File: src/rtl/rand_pulse_sched_pkg.sv
// Shared types and helpers for the random pulse scheduler.
// Holds the LFSR polynomial, FSM state type and range-mask helper.
package rand_pulse_sched_pkg;

  localparam logic [15:0] c_lfsr_poly = 16'hB400;

  typedef enum logic [1:0] {
    S_IDLE,
    S_PULSE,
    S_GAP,
    S_FINISH
  } t_sched_state;

  // Smallest 2^k-1 that is >= range (bit smear).
  function automatic logic [15:0] f_range_mask(
    input logic [15:0] range
  );
    logic [15:0] m;
    m = range;
    m = m | (m >> 1);
    m = m | (m >> 2);
    m = m | (m >> 4);
    m = m | (m >> 8);
    return m;
  endfunction

endpackage

File: src/rtl/rand_pulse_sched_if.sv
// Config/status bundle between test-control regs and the scheduler.
// master: drives enable/spacing/width/mask/limit; slave: drives pulses/status.
interface rand_pulse_sched_if #(
  parameter int g_num_outputs = 4
);

  logic                     enable_i;
  logic [15:0]              min_spacing_i;
  logic [15:0]              max_spacing_i;
  logic [7:0]               width_i;
  logic [g_num_outputs-1:0] ch_mask_i;
  logic [15:0]              count_limit_i;
  logic [g_num_outputs-1:0] pulse_o;
  logic                     busy_o;
  logic                     done_o;
  logic [15:0]              pulse_count_o;

  modport master (
    output enable_i,
    output min_spacing_i,
    output max_spacing_i,
    output width_i,
    output ch_mask_i,
    output count_limit_i,
    input  pulse_o,
    input  busy_o,
    input  done_o,
    input  pulse_count_o
  );

  modport slave (
    input  enable_i,
    input  min_spacing_i,
    input  max_spacing_i,
    input  width_i,
    input  ch_mask_i,
    input  count_limit_i,
    output pulse_o,
    output busy_o,
    output done_o,
    output pulse_count_o
  );

endinterface

File: src/rtl/rand_pulse_lfsr.sv
// 16-bit Galois LFSR, steps when advance_i is high.
// Ports: clk_sys_i, rst_n_i (async low), advance_i, value_o[15:0].
module rand_pulse_lfsr
  import rand_pulse_sched_pkg::*;
#(
  parameter logic [15:0] g_seed = 16'hACE1
) (
  input  logic        clk_sys_i,
  input  logic        rst_n_i,
  input  logic        advance_i,
  output logic [15:0] value_o
);

  // An all-zero state would lock up the register.
  localparam logic [15:0] c_seed =
    (g_seed == 16'h0000) ? 16'h0001 : g_seed;

  always_ff @(posedge clk_sys_i or negedge rst_n_i) begin
    if (!rst_n_i) begin
      value_o <= c_seed;
    end else if (advance_i) begin
      value_o <= {1'b0, value_o[15:1]}
               ^ (value_o[0] ? c_lfsr_poly : 16'h0000);
    end
  end

endmodule

File: src/rtl/rand_pulse_sched.sv
// Pseudo-random pulse-train scheduler for delay-channel self-test.
// Ports: clk_sys_i, rst_n_i (async low), bus (slave: config in, pulses/status out).
module rand_pulse_sched
  import rand_pulse_sched_pkg::*;
#(
  parameter int          g_num_outputs = 4,
  parameter logic [15:0] g_lfsr_seed   = 16'hACE1
) (
  input  logic               clk_sys_i,
  input  logic               rst_n_i,
  rand_pulse_sched_if.slave  bus
);

  localparam int N  = g_num_outputs;
  localparam int PW = (N > 1) ? $clog2(N) : 1;
  localparam logic [N-1:0]  c_one   = 1;
  localparam logic [PW-1:0] c_ptr0  = PW'(N - 1);

  t_sched_state  state_q;
  t_sched_state  state_d;
  logic          en_q;
  logic [PW-1:0] ptr_q;
  logic [7:0]    wcnt_q;
  logic [15:0]   pcnt_q;
  logic [15:0]   limit_q;
  logic [15:0]   count_q;
  logic [N-1:0]  pulse_q;
  logic          busy_q;
  logic          done_q;
  logic [15:0]   lfsr;

  logic          start;
  logic          can_start;
  logic          lim_hit;
  logic [PW-1:0] sel;
  logic [PW-1:0] sel_hi;
  logic [PW-1:0] sel_lo;
  logic          found_hi;
  logic [15:0]   rng;
  logic [15:0]   msk;
  logic [15:0]   r;
  logic [7:0]    effw;
  logic [16:0]   sp_raw;
  logic [15:0]   spacing;

  rand_pulse_lfsr #(
    .g_seed (g_lfsr_seed)
  ) u_lfsr (
    .clk_sys_i (clk_sys_i),
    .rst_n_i   (rst_n_i),
    .advance_i (state_q != S_IDLE),
    .value_o   (lfsr)
  );

  // Round-robin: first set mask bit strictly above ptr, else lowest.
  always_comb begin
    sel_hi   = '0;
    sel_lo   = '0;
    found_hi = 1'b0;
    for (int i = N - 1; i >= 0; i--) begin
      if (bus.ch_mask_i[i]) begin
        if (i > int'(ptr_q)) begin
          sel_hi   = PW'(i);
          found_hi = 1'b1;
        end else begin
          sel_lo = PW'(i);
        end
      end
    end
    sel = found_hi ? sel_hi : sel_lo;
  end

  // Spacing draw: folded LFSR sample inside [min,max], clamped
  // so the next rising edge always follows the falling edge.
  always_comb begin
    rng = (bus.max_spacing_i >= bus.min_spacing_i)
        ? bus.max_spacing_i - bus.min_spacing_i : 16'h0000;
    msk = f_range_mask(rng);
    r   = lfsr & msk;
    if (r > rng) begin
      r = r - rng - 16'd1;
    end
    effw   = (bus.width_i == 8'd0) ? 8'd1 : bus.width_i;
    sp_raw = {1'b0, bus.min_spacing_i} + {1'b0, r};
    if (sp_raw < ({9'd0, effw} + 17'd1)) begin
      sp_raw = {9'd0, effw} + 17'd1;
    end
    spacing = (sp_raw > 17'h0FFFF) ? 16'hFFFF : sp_raw[15:0];
  end

  always_comb begin
    state_d   = state_q;
    start     = 1'b0;
    can_start = en_q && (|bus.ch_mask_i);
    lim_hit   = (limit_q != 16'd0) && (count_q >= limit_q);
    unique case (state_q)
      S_IDLE: begin
        if (can_start) begin
          state_d = S_PULSE;
          start   = 1'b1;
        end
      end
      S_PULSE: begin
        if (wcnt_q == 8'd0) begin
          state_d = en_q ? S_GAP : S_IDLE;
        end
      end
      S_GAP: begin
        if (lim_hit) begin
          state_d = S_FINISH;
        end else if (!can_start) begin
          state_d = S_IDLE;
        end else if (pcnt_q == 16'd0) begin
          state_d = S_PULSE;
          start   = 1'b1;
        end
      end
      S_FINISH: begin
        if (!en_q) begin
          state_d = S_IDLE;
        end
      end
      default: state_d = S_IDLE;
    endcase
  end

  always_ff @(posedge clk_sys_i or negedge rst_n_i) begin
    if (!rst_n_i) begin
      state_q <= S_IDLE;
    end else begin
      state_q <= state_d;
    end
  end

  always_ff @(posedge clk_sys_i or negedge rst_n_i) begin
    if (!rst_n_i) begin
      en_q    <= 1'b0;
      ptr_q   <= c_ptr0;
      wcnt_q  <= '0;
      pcnt_q  <= '0;
      limit_q <= '0;
      count_q <= '0;
      pulse_q <= '0;
      busy_q  <= 1'b0;
      done_q  <= 1'b0;
    end else begin
      en_q   <= bus.enable_i;
      done_q <= (state_d == S_FINISH) && (state_q != S_FINISH);
      if (start) begin
        pulse_q <= c_one << sel;
        ptr_q   <= sel;
        wcnt_q  <= effw - 8'd1;
        pcnt_q  <= spacing - 16'd1;
        limit_q <= bus.count_limit_i;
        count_q <= (state_q == S_IDLE) ? 16'd1 : count_q + 16'd1;
        busy_q  <= 1'b1;
      end else begin
        if (pcnt_q != 16'd0) begin
          pcnt_q <= pcnt_q - 16'd1;
        end
        if (state_q == S_PULSE) begin
          if (wcnt_q == 8'd0) begin
            pulse_q <= '0;
          end else begin
            wcnt_q <= wcnt_q - 8'd1;
          end
        end
        if (state_d == S_IDLE || state_d == S_FINISH) begin
          busy_q <= 1'b0;
        end
      end
    end
  end

  assign bus.pulse_o       = pulse_q;
  assign bus.busy_o        = busy_q;
  assign bus.done_o        = done_q;
  assign bus.pulse_count_o = count_q;

endmodule

File: src/flat_wrapper.sv
// flat-port wrapper written by rule: the top's interface ports become plain ports
module rand_pulse_sched_flat import rand_pulse_sched_pkg::*;
#(
  parameter int          g_num_outputs = 4,
  parameter logic [15:0] g_lfsr_seed   = 16'hACE1
)
  (clk_sys_i, rst_n_i, bus_enable_i, bus_min_spacing_i, bus_max_spacing_i, bus_width_i, bus_ch_mask_i, bus_count_limit_i, bus_pulse_o, bus_busy_o, bus_done_o, bus_pulse_count_o);
  rand_pulse_sched_if #(.g_num_outputs(g_num_outputs)) bus_i ();
  input  logic clk_sys_i;
  input  logic rst_n_i;
  input wire logic [$bits(bus_i.enable_i)-1:0] bus_enable_i;
  input wire logic [$bits(bus_i.min_spacing_i)-1:0] bus_min_spacing_i;
  input wire logic [$bits(bus_i.max_spacing_i)-1:0] bus_max_spacing_i;
  input wire logic [$bits(bus_i.width_i)-1:0] bus_width_i;
  input wire logic [$bits(bus_i.ch_mask_i)-1:0] bus_ch_mask_i;
  input wire logic [$bits(bus_i.count_limit_i)-1:0] bus_count_limit_i;
  output wire logic [$bits(bus_i.pulse_o)-1:0] bus_pulse_o;
  output wire logic [$bits(bus_i.busy_o)-1:0] bus_busy_o;
  output wire logic [$bits(bus_i.done_o)-1:0] bus_done_o;
  output wire logic [$bits(bus_i.pulse_count_o)-1:0] bus_pulse_count_o;
  assign bus_i.enable_i = bus_enable_i;
  assign bus_i.min_spacing_i = bus_min_spacing_i;
  assign bus_i.max_spacing_i = bus_max_spacing_i;
  assign bus_i.width_i = bus_width_i;
  assign bus_i.ch_mask_i = bus_ch_mask_i;
  assign bus_i.count_limit_i = bus_count_limit_i;
  assign bus_pulse_o = bus_i.pulse_o;
  assign bus_busy_o = bus_i.busy_o;
  assign bus_done_o = bus_i.done_o;
  assign bus_pulse_count_o = bus_i.pulse_count_o;
  rand_pulse_sched #(.g_num_outputs(g_num_outputs), .g_lfsr_seed(g_lfsr_seed)) u_core (.clk_sys_i(clk_sys_i), .rst_n_i(rst_n_i), .bus(bus_i));
endmodule
File: config.mk
export PLATFORM = sky130hd
export DESIGN_NAME = rand_pulse_sched_flat
export DESIGN_NICKNAME = d
export VERILOG_FILES = /design/src/rtl/rand_pulse_sched_pkg.sv /design/src/rtl/rand_pulse_sched_if.sv /design/src/rtl/rand_pulse_lfsr.sv /design/src/rtl/rand_pulse_sched.sv /design/src/flat_wrapper.sv
export SDC_FILE = /design/constraint.sdc
export NUM_CORES = 1
export LEC_CHECK = 0
export ABC_AREA = 1
export CAP_MARGIN = 20
export CORE_ASPECT_RATIO = 0.9
export CORE_MARGIN = 8
export CORE_UTILIZATION = 35
export CTS_CLUSTER_SIZE = 16
export DETAILED_ROUTE_END_ITERATION = 7
export PLACE_DENSITY = 0.54
export REMOVE_ABC_BUFFERS = 1
export SKIP_CTS_REPAIR_TIMING = 1
export SYNTH_ARGS = -nofsm -noshare
export SYNTH_HDL_FRONTEND = slang
export SYNTH_SLANG_ARGS = --single-unit
File: constraint.sdc
create_clock -name clk_sys_i -period 14.45 [get_ports clk_sys_i]
set_clock_uncertainty 0.1 [all_clocks]
set_input_delay 2.89 -clock clk_sys_i [delete_from_list [all_inputs] [get_ports clk_sys_i]]
set_output_delay 2.89 -clock clk_sys_i [all_outputs]
set_load 0.02 [all_outputs]
Yosys cells after proc, flatten, opt, wreduce, memory -nomap -nowiden
Index checks and enable logic that the tools add are counted.

Flip-flop bits (word level): 83. Bits of input ports: 63. Output and inout port bits: 22. Word-level logic and storage cells: 111.

$add $sub $neg: 10. Order comparisons: 8. Eq/ne operators: 6. Shifts and indexed selects: 1. Mux-type cells: 50. Bitwise logic cells: 6. Reductions and logical operators: 19.

Operator list (number): 16-bit two-way mux (7); 16-bit by 1-bit subtractor with 16-bit output, second input constant (3); 2-bit two-way mux (21); 16-bit >= comparator (2); 8-bit two-way mux (4); 16-bit nonzero test (2); 16-bit subtractor (2); 16-bit by 16-bit adder with 17-bit output (1); 17-bit by 16-bit greater-than comparator with 1-bit output, second input constant (1); 17-bit < comparator (1); 17-bit two-way mux (1); 16-bit by 1-bit adder with 16-bit output, second input constant (1); 16-bit AND (1); 16-bit greater-than comparator (1); 16-bit zero test (1); 8-bit zero test (2); 16-bit by 12-bit OR with 16-bit output (1); 16-bit by 14-bit OR with 16-bit output (1); 16-bit by 15-bit OR with 16-bit output (1); 16-bit by 8-bit OR with 16-bit output (1); 8-bit by 1-bit subtractor with 8-bit output, second input constant (2); 15-bit by 16-bit bitwise XOR with 16-bit output (1); 1-bit two-way mux (12); 4-bit two-way mux (3); other kinds (16) (27).

Logic depth before layout (Yosys ltp)
Depth after elaboration: 17. Gate-level depth with buffers: 60. Gate-level depth less buffers: 59.

Modules after synthesis
From an unflattened synthesis, not the netlist that was laid out.

Cell total of the unflattened synthesis: 1255. Area total of the unflattened synthesis: 8239.2 sq um.

By module, submodules not included: rand_pulse_sched (instances 1, cells an instance 1181, area an instance 7567.3 sq um, seq. area each 1679.1 sq um); rand_pulse_lfsr (instances 1, cells an instance 74, area an instance 671.9 sq um, seq. area each 410.4 sq um).

Worst setup path before layout
OpenSTA, ideal clock, no wires.

Kind: input -> register. Start point: input bus_max_spacing_i[0]. End point: register u_core.pcnt_q[6]. Setup time: 0.133 ns. Arrival: 9.746 ns. Required time: 14.217 ns. Setup slack: 4.471 ns. Stages on the path: 55. Buffers on the path: 1. Cells stage by stage: inv_1 -> ha_1 -> fa_1 -> o21ai_1 -> a21oi_2 -> inv_2 -> a21oi_1 -> o21ai_0 -> nand2_1 -> nand3_1 -> nand2_1 -> nor2_2 -> nand3_1 -> inv_2 -> nand3_1 -> nand2_1 -> inv_1 -> ha_1 -> [19 not listed] -> xor2_1 -> ha_1 -> a21oi_1 -> nand3_1 -> nor2_1 -> nand2_2 -> nor2_8 -> nand2_4 -> nand2_1 -> nand4_1 -> nand2_2 -> ha_1 -> inv_1 -> a21oi_2 -> nand2_2 -> nor2_4 -> xor2_1 -> nor2_1.

Cells in the longest elaborated chain, start to end: 17. Elaborated cells on any way between the ends: 19. Classes of those cells: add/sub: 5; order compare: 4; mux: 5; bitwise: 5.

RTL lines: from (decl) (line flat_wrapper.sv:13) `input wire logic [$bits(bus_i.max_spacing_i)-1:0] bus_max_spacing_i;`; 16-bit subtractor or 16-bit >= comparator (tied branches) (line rand_pulse_sched.sv:77, rand_pulse_sched.sv:76); 16-bit two-way mux * (line rand_pulse_sched.sv:77) `? bus.max_spacing_i - bus.min_spacing_i : 16'h0000;`; 16-bit by 15-bit OR with 16-bit output (line rand_pulse_sched_pkg.sv:20) `m = m | (m >> 1);`; 16-bit by 14-bit OR with 16-bit output (line rand_pulse_sched_pkg.sv:21) `m = m | (m >> 2);`; 16-bit by 12-bit OR with 16-bit output (line rand_pulse_sched_pkg.sv:22) `m = m | (m >> 4);`; 16-bit by 8-bit OR with 16-bit output (line rand_pulse_sched_pkg.sv:23) `m = m | (m >> 8);`; 16-bit AND (line rand_pulse_sched.sv:79) `r = lfsr & msk;`; 16-bit subtractor (line rand_pulse_sched.sv:81) `r = r - rng - 16'd1;`; 16-bit by 1-bit subtractor with 16-bit output (line rand_pulse_sched.sv:81); 16-bit two-way mux * (line rand_pulse_sched.sv:80) `if (r > rng) begin`; 16-bit by 16-bit adder with 17-bit output * (line rand_pulse_sched.sv:84) `sp_raw = {1'b0, bus.min_spacing_i} + {1'b0, r};`; 17-bit < comparator (line rand_pulse_sched.sv:85) `if (sp_raw < ({9'd0, effw} + 17'd1)) begin`; 17-bit two-way mux * (line rand_pulse_sched.sv:85); 17-bit by 16-bit greater-than comparator with 1-bit output (line rand_pulse_sched.sv:88) `spacing = (sp_raw > 17'h0FFFF) ? 16'hFFFF : sp_raw[15:0];`; 16-bit two-way mux * (line rand_pulse_sched.sv:88); 16-bit by 1-bit subtractor with 16-bit output * (line rand_pulse_sched.sv:153) `pcnt_q <= spacing - 16'd1;`; 16-bit two-way mux * (line rand_pulse_sched.sv:149) `if (start) begin`; to (signal assigned) (line rand_pulse_sched.sv:153); to (signal assigned) (line rand_pulse_sched.sv:159) `pcnt_q <= pcnt_q - 16'd1;`; to (decl) (line rand_pulse_sched.sv:24) `logic [15:0] pcnt_q;`.

Mark *: on every way between the ends. The rest lies on a longest branch, timed or not. A chain may end at the register's enable or synchronous reset.

Worst setup path after layout
Start point: input bus_min_spacing_i[3]. End point: register u_core.pcnt_q[6].

Cells in the longest elaborated chain, start to end: 17. Elaborated cells on any way between the ends: 19. Classes of those cells: add/sub: 5; order compare: 4; mux: 5; bitwise: 5.

RTL lines: from (decl) (line flat_wrapper.sv:12) `input wire logic [$bits(bus_i.min_spacing_i)-1:0] bus_min_spacing_i;`; 16-bit subtractor or 16-bit >= comparator (tied branches) (line rand_pulse_sched.sv:77, rand_pulse_sched.sv:76); 16-bit two-way mux (line rand_pulse_sched.sv:77); 16-bit by 15-bit OR with 16-bit output (line rand_pulse_sched_pkg.sv:20); 16-bit by 14-bit OR with 16-bit output (line rand_pulse_sched_pkg.sv:21); 16-bit by 12-bit OR with 16-bit output (line rand_pulse_sched_pkg.sv:22); 16-bit by 8-bit OR with 16-bit output (line rand_pulse_sched_pkg.sv:23); 16-bit AND (line rand_pulse_sched.sv:79); 16-bit subtractor (line rand_pulse_sched.sv:81); 16-bit by 1-bit subtractor with 16-bit output (line rand_pulse_sched.sv:81); 16-bit two-way mux (line rand_pulse_sched.sv:80); 16-bit by 16-bit adder with 17-bit output * (line rand_pulse_sched.sv:84); 17-bit < comparator (line rand_pulse_sched.sv:85); 17-bit two-way mux * (line rand_pulse_sched.sv:85); 17-bit by 16-bit greater-than comparator with 1-bit output (line rand_pulse_sched.sv:88); 16-bit two-way mux * (line rand_pulse_sched.sv:88); 16-bit by 1-bit subtractor with 16-bit output * (line rand_pulse_sched.sv:153); 16-bit two-way mux * (line rand_pulse_sched.sv:149).

Marked as above.

==> flow_summary.ini <==
[timing]
relSlewSlack_pct = 37.1
finalHoldViolCount = 0
setup_tns_ns = 0
fmax_ghz = 0.0840
finalMaxSlewViolations = 0
worst_pin_slew_ns = 0.940
post-route-period-util_pct = 82.4
setup_viol = 0
finalCriticalPeriod_ns = 11.91
rsz0062_at_grt = false

[power_and_ir_drop]
power_frac_comb_pct = 45.7
leakage_nw = 4.99
p_sw_mw = 0.443
power_density_mw_per_mm2 = 110
ir_drop_uv = 54.8
clkPwrFrac_pct = 22.1
report.power.total_mw = 1.07
p_int_mw = 0.624
seq_power_share_pct = 32.1
swShare_pct = 41.5

[critical_path]
path_max_fanout = 20
path_class = in2reg
endpoint_kind = register
r2r_end = u_core.pcnt_q[6]
crit_family = simple AND/OR/NAND/NOR gates
worst_r2r_path_depth = 39
cp.required_ns = 14.57
cp.depth = 56
rrSetupSlack_ns = 7.45
startpoint_type = input port
slowest_stage = nand3_1
slowest_delay_ns = 0.53
path_buf_inv = 10
rr_startpoint = u_core.u_lfsr.value_o[7]
cp.arrival_ns = 12.02

[drt]
via_count = 8120
routed_wl_um = 24200
post_drt_wl_per_cell_um = 14.6
dr_wl_met2_um = 10700
drc = 0
ant_nets = 0
top_layer = met4
first_pass_iters = 6
wl_met1_um = 12200
route.met3.wl_um = 953
via_per_inst = 4.89
drtIter0Drc = 593

[finish]
synthToLayoutAreaGrowth_pct = 17.3
mostFrequentLayoutCell = nand2_1
finalNetCount = 1496
mostFrequentLayoutCells = nand2_1, inv_1, nor2_1
antenna_cells = 0
drive_gt1_share_pct = 7.73
fillers = 2509

[synth]
syn_area_per_cell_um2 = 6.49
async_flop_share_pct = 100
ys_seq_area_share_pct = 25.2
yosys_warnings = 0
synth-seq-cells = 83
syn_area_mm2 = 0.00830
synth_ff_type = dfrtp_1
synth_cell_types = 52
synth_area_leaders = dfrtp_1, nand2_1, ha_1
yosysTopAreaCell = dfrtp_1
netlist_instances = 1280
synth-edff-count = 0
post-synth-top-area-fraction_pct = 22.0

[global_route]
antenna_found_initial = 0
grt_pass1_wl_um = 39800
grt_max_degree = 86
grt_overflow = 0
first_global_vias = 7711
grtUsageTotal_pct = 17.0

[floorplanning]
top_level_ports = 85
die-area_mm2 = 0.0289
fp.coreArea_mm2 = 0.0233
die_y_um = 162
initial_core_util_pct = 35.6
num_rows = 53
die_x_um = 178

[min_path]
min_delay_path_depth = 2
hold_start = u_core.u_lfsr.value_o[12]
hold_class = reg2reg
min_to = u_core.u_lfsr.value_o[12]

[clock_tree]
clock_latency_ns = 0.34
cts-root-buf = clkbuf_16
cts_tree = yes
cts_sinks = 83
path_clk_slew_ns = 0.06
htree_levels = 3
clockBufferDepth = 2
cts-buffers-inserted = 9

[status]
status = completed

[placed_design]
post-dp-hpwl_um = 19900
place_congestion = 0.878
io_buffers = 84

[job]
cap_violations = 0
[per-stage QoR]
step                worst slack, ns  cells  area [um^2]  hold WS [ns]  utilization, %
floorplan                      4.04   1255         8180         0.353               -
global route                   1.60   1661         9740         0.412            41.7
CTS                            2.65   1661         9740         0.390            41.7
detailed placement             2.32   1645         9430         0.374            40.4
finish                         2.54   1661         9740         0.387            41.7
global placement               2.46   1645         9430         0.366            40.4
[layout make-up]
| class | count | area [um^2] | area share [%] |
|---|---|---|---|
| inverter | 209 | 785 | 8.06 |
| clock inverter | 5 | 60.1 | 0.617 |
| clock buffer | 11 | 243 | 2.49 |
| tap | 302 | 378 | 3.88 |
| multi-input combinational | 963 | 5310 | 54.6 |
| timing repair buffer | 88 | 868 | 8.92 |
| sequential | 83 | 2090 | 21.5 |
[tightest hold or removal path: cells and delay by family, from the launching register on]
| family | cells | cell delay (ns) |
|---|---|---|
| AOI/OAI and AO/OA | 1 | 0.06 |
| DFF | 1 | 0.34 |
| and+or+nand+nor | 1 | 0.05 |
[state kept, by name (all words and copies together), names as in the netlist]
signal / flops
u_core.pcnt_q: 16
u_core.u_lfsr.value_o: 16
u_core.bus.pulse_o: 4
u_core.bus.busy_o: 1
u_core.en_q: 1
u_core.wcnt_q: 8
u_core.bus.pulse_count_o: 16
u_core.ptr_q: 2
u_core.bus.done_o: 1
u_core.limit_q: 16
u_core.state_q: 2
[cells in the mapped netlist (2+ instances only)]
cell type / number
xnor2_1: 13
o21ai_0: 86
buf_2: 8
a31oi_1: 6
nand2_2: 17
a211oi_1: 3
ha_1: 76
buf_4: 2
nor2_4: 3
fa_1: 3
o21bai_1: 3
or2_1: 3
nor3_2: 2
o211ai_1: 2
nand3_2: 7
a21o_1: 3
nor4_1: 9
nand2_1: 361
o22ai_1: 3
xor2_1: 21
nor2_2: 8
clkbuf_1: 14
o2111ai_1: 2
dfstp_2: 10
nor2_1: 90
inv_2: 9
or2_2: 16
nand3b_1: 4
a21oi_2: 5
and2_1: 2
nand3_1: 73
a21oi_1: 86
dfrtp_1: 73
o21ai_1: 6
nand4_1: 18
o21a_1: 3
inv_1: 200
nor3_1: 16
[power by group through the flow]
stage	clock network [mW]	registers, mW	logic, mW
global route	0.251	0.351	0.560
global placement	0	0.346	0.487
CTS	0.241	0.343	0.491
finish	0.236	0.343	0.488
floorplan	0	0.341	0.350
detailed placement	0	0.346	0.487
[metal layers]
metal	vias up	global-route usage, %
li1	4280	-
met1	3682	24.4
met2	141	26.5
met3	17	2.11
met4	0	3.87
met5	-	0
[cells by family (layout without fill, tap and decap cells)]
kind of cell	Yosys count	after routing	share of synthesized area, %
AO/OA/AOI/OAI	215	215	14.2
XOR/XNOR	34	34	3.59
adder cells (fa/ha/maj)	79	79	12.2
buffers and inverters	234	313	10.9
flip-flops	83	83	25.2
AND/OR/NAND/NOR	635	635	34.0
[how the worst max path moves through the flow]
stage / start / endpoint
after floorplan: bus_max_spacing_i[0] / u_core.pcnt_q[6]
after global placement: bus_min_spacing_i[3] / u_core.pcnt_q[6]
after detailed placement: bus_min_spacing_i[3] / u_core.pcnt_q[6]
after CTS: bus_min_spacing_i[0] / u_core.pcnt_q[6]
after global routing: bus_min_spacing_i[3] / u_core.pcnt_q[6]
final: bus_min_spacing_i[3] / u_core.pcnt_q[6]
(Power assumes the default switching activity.)
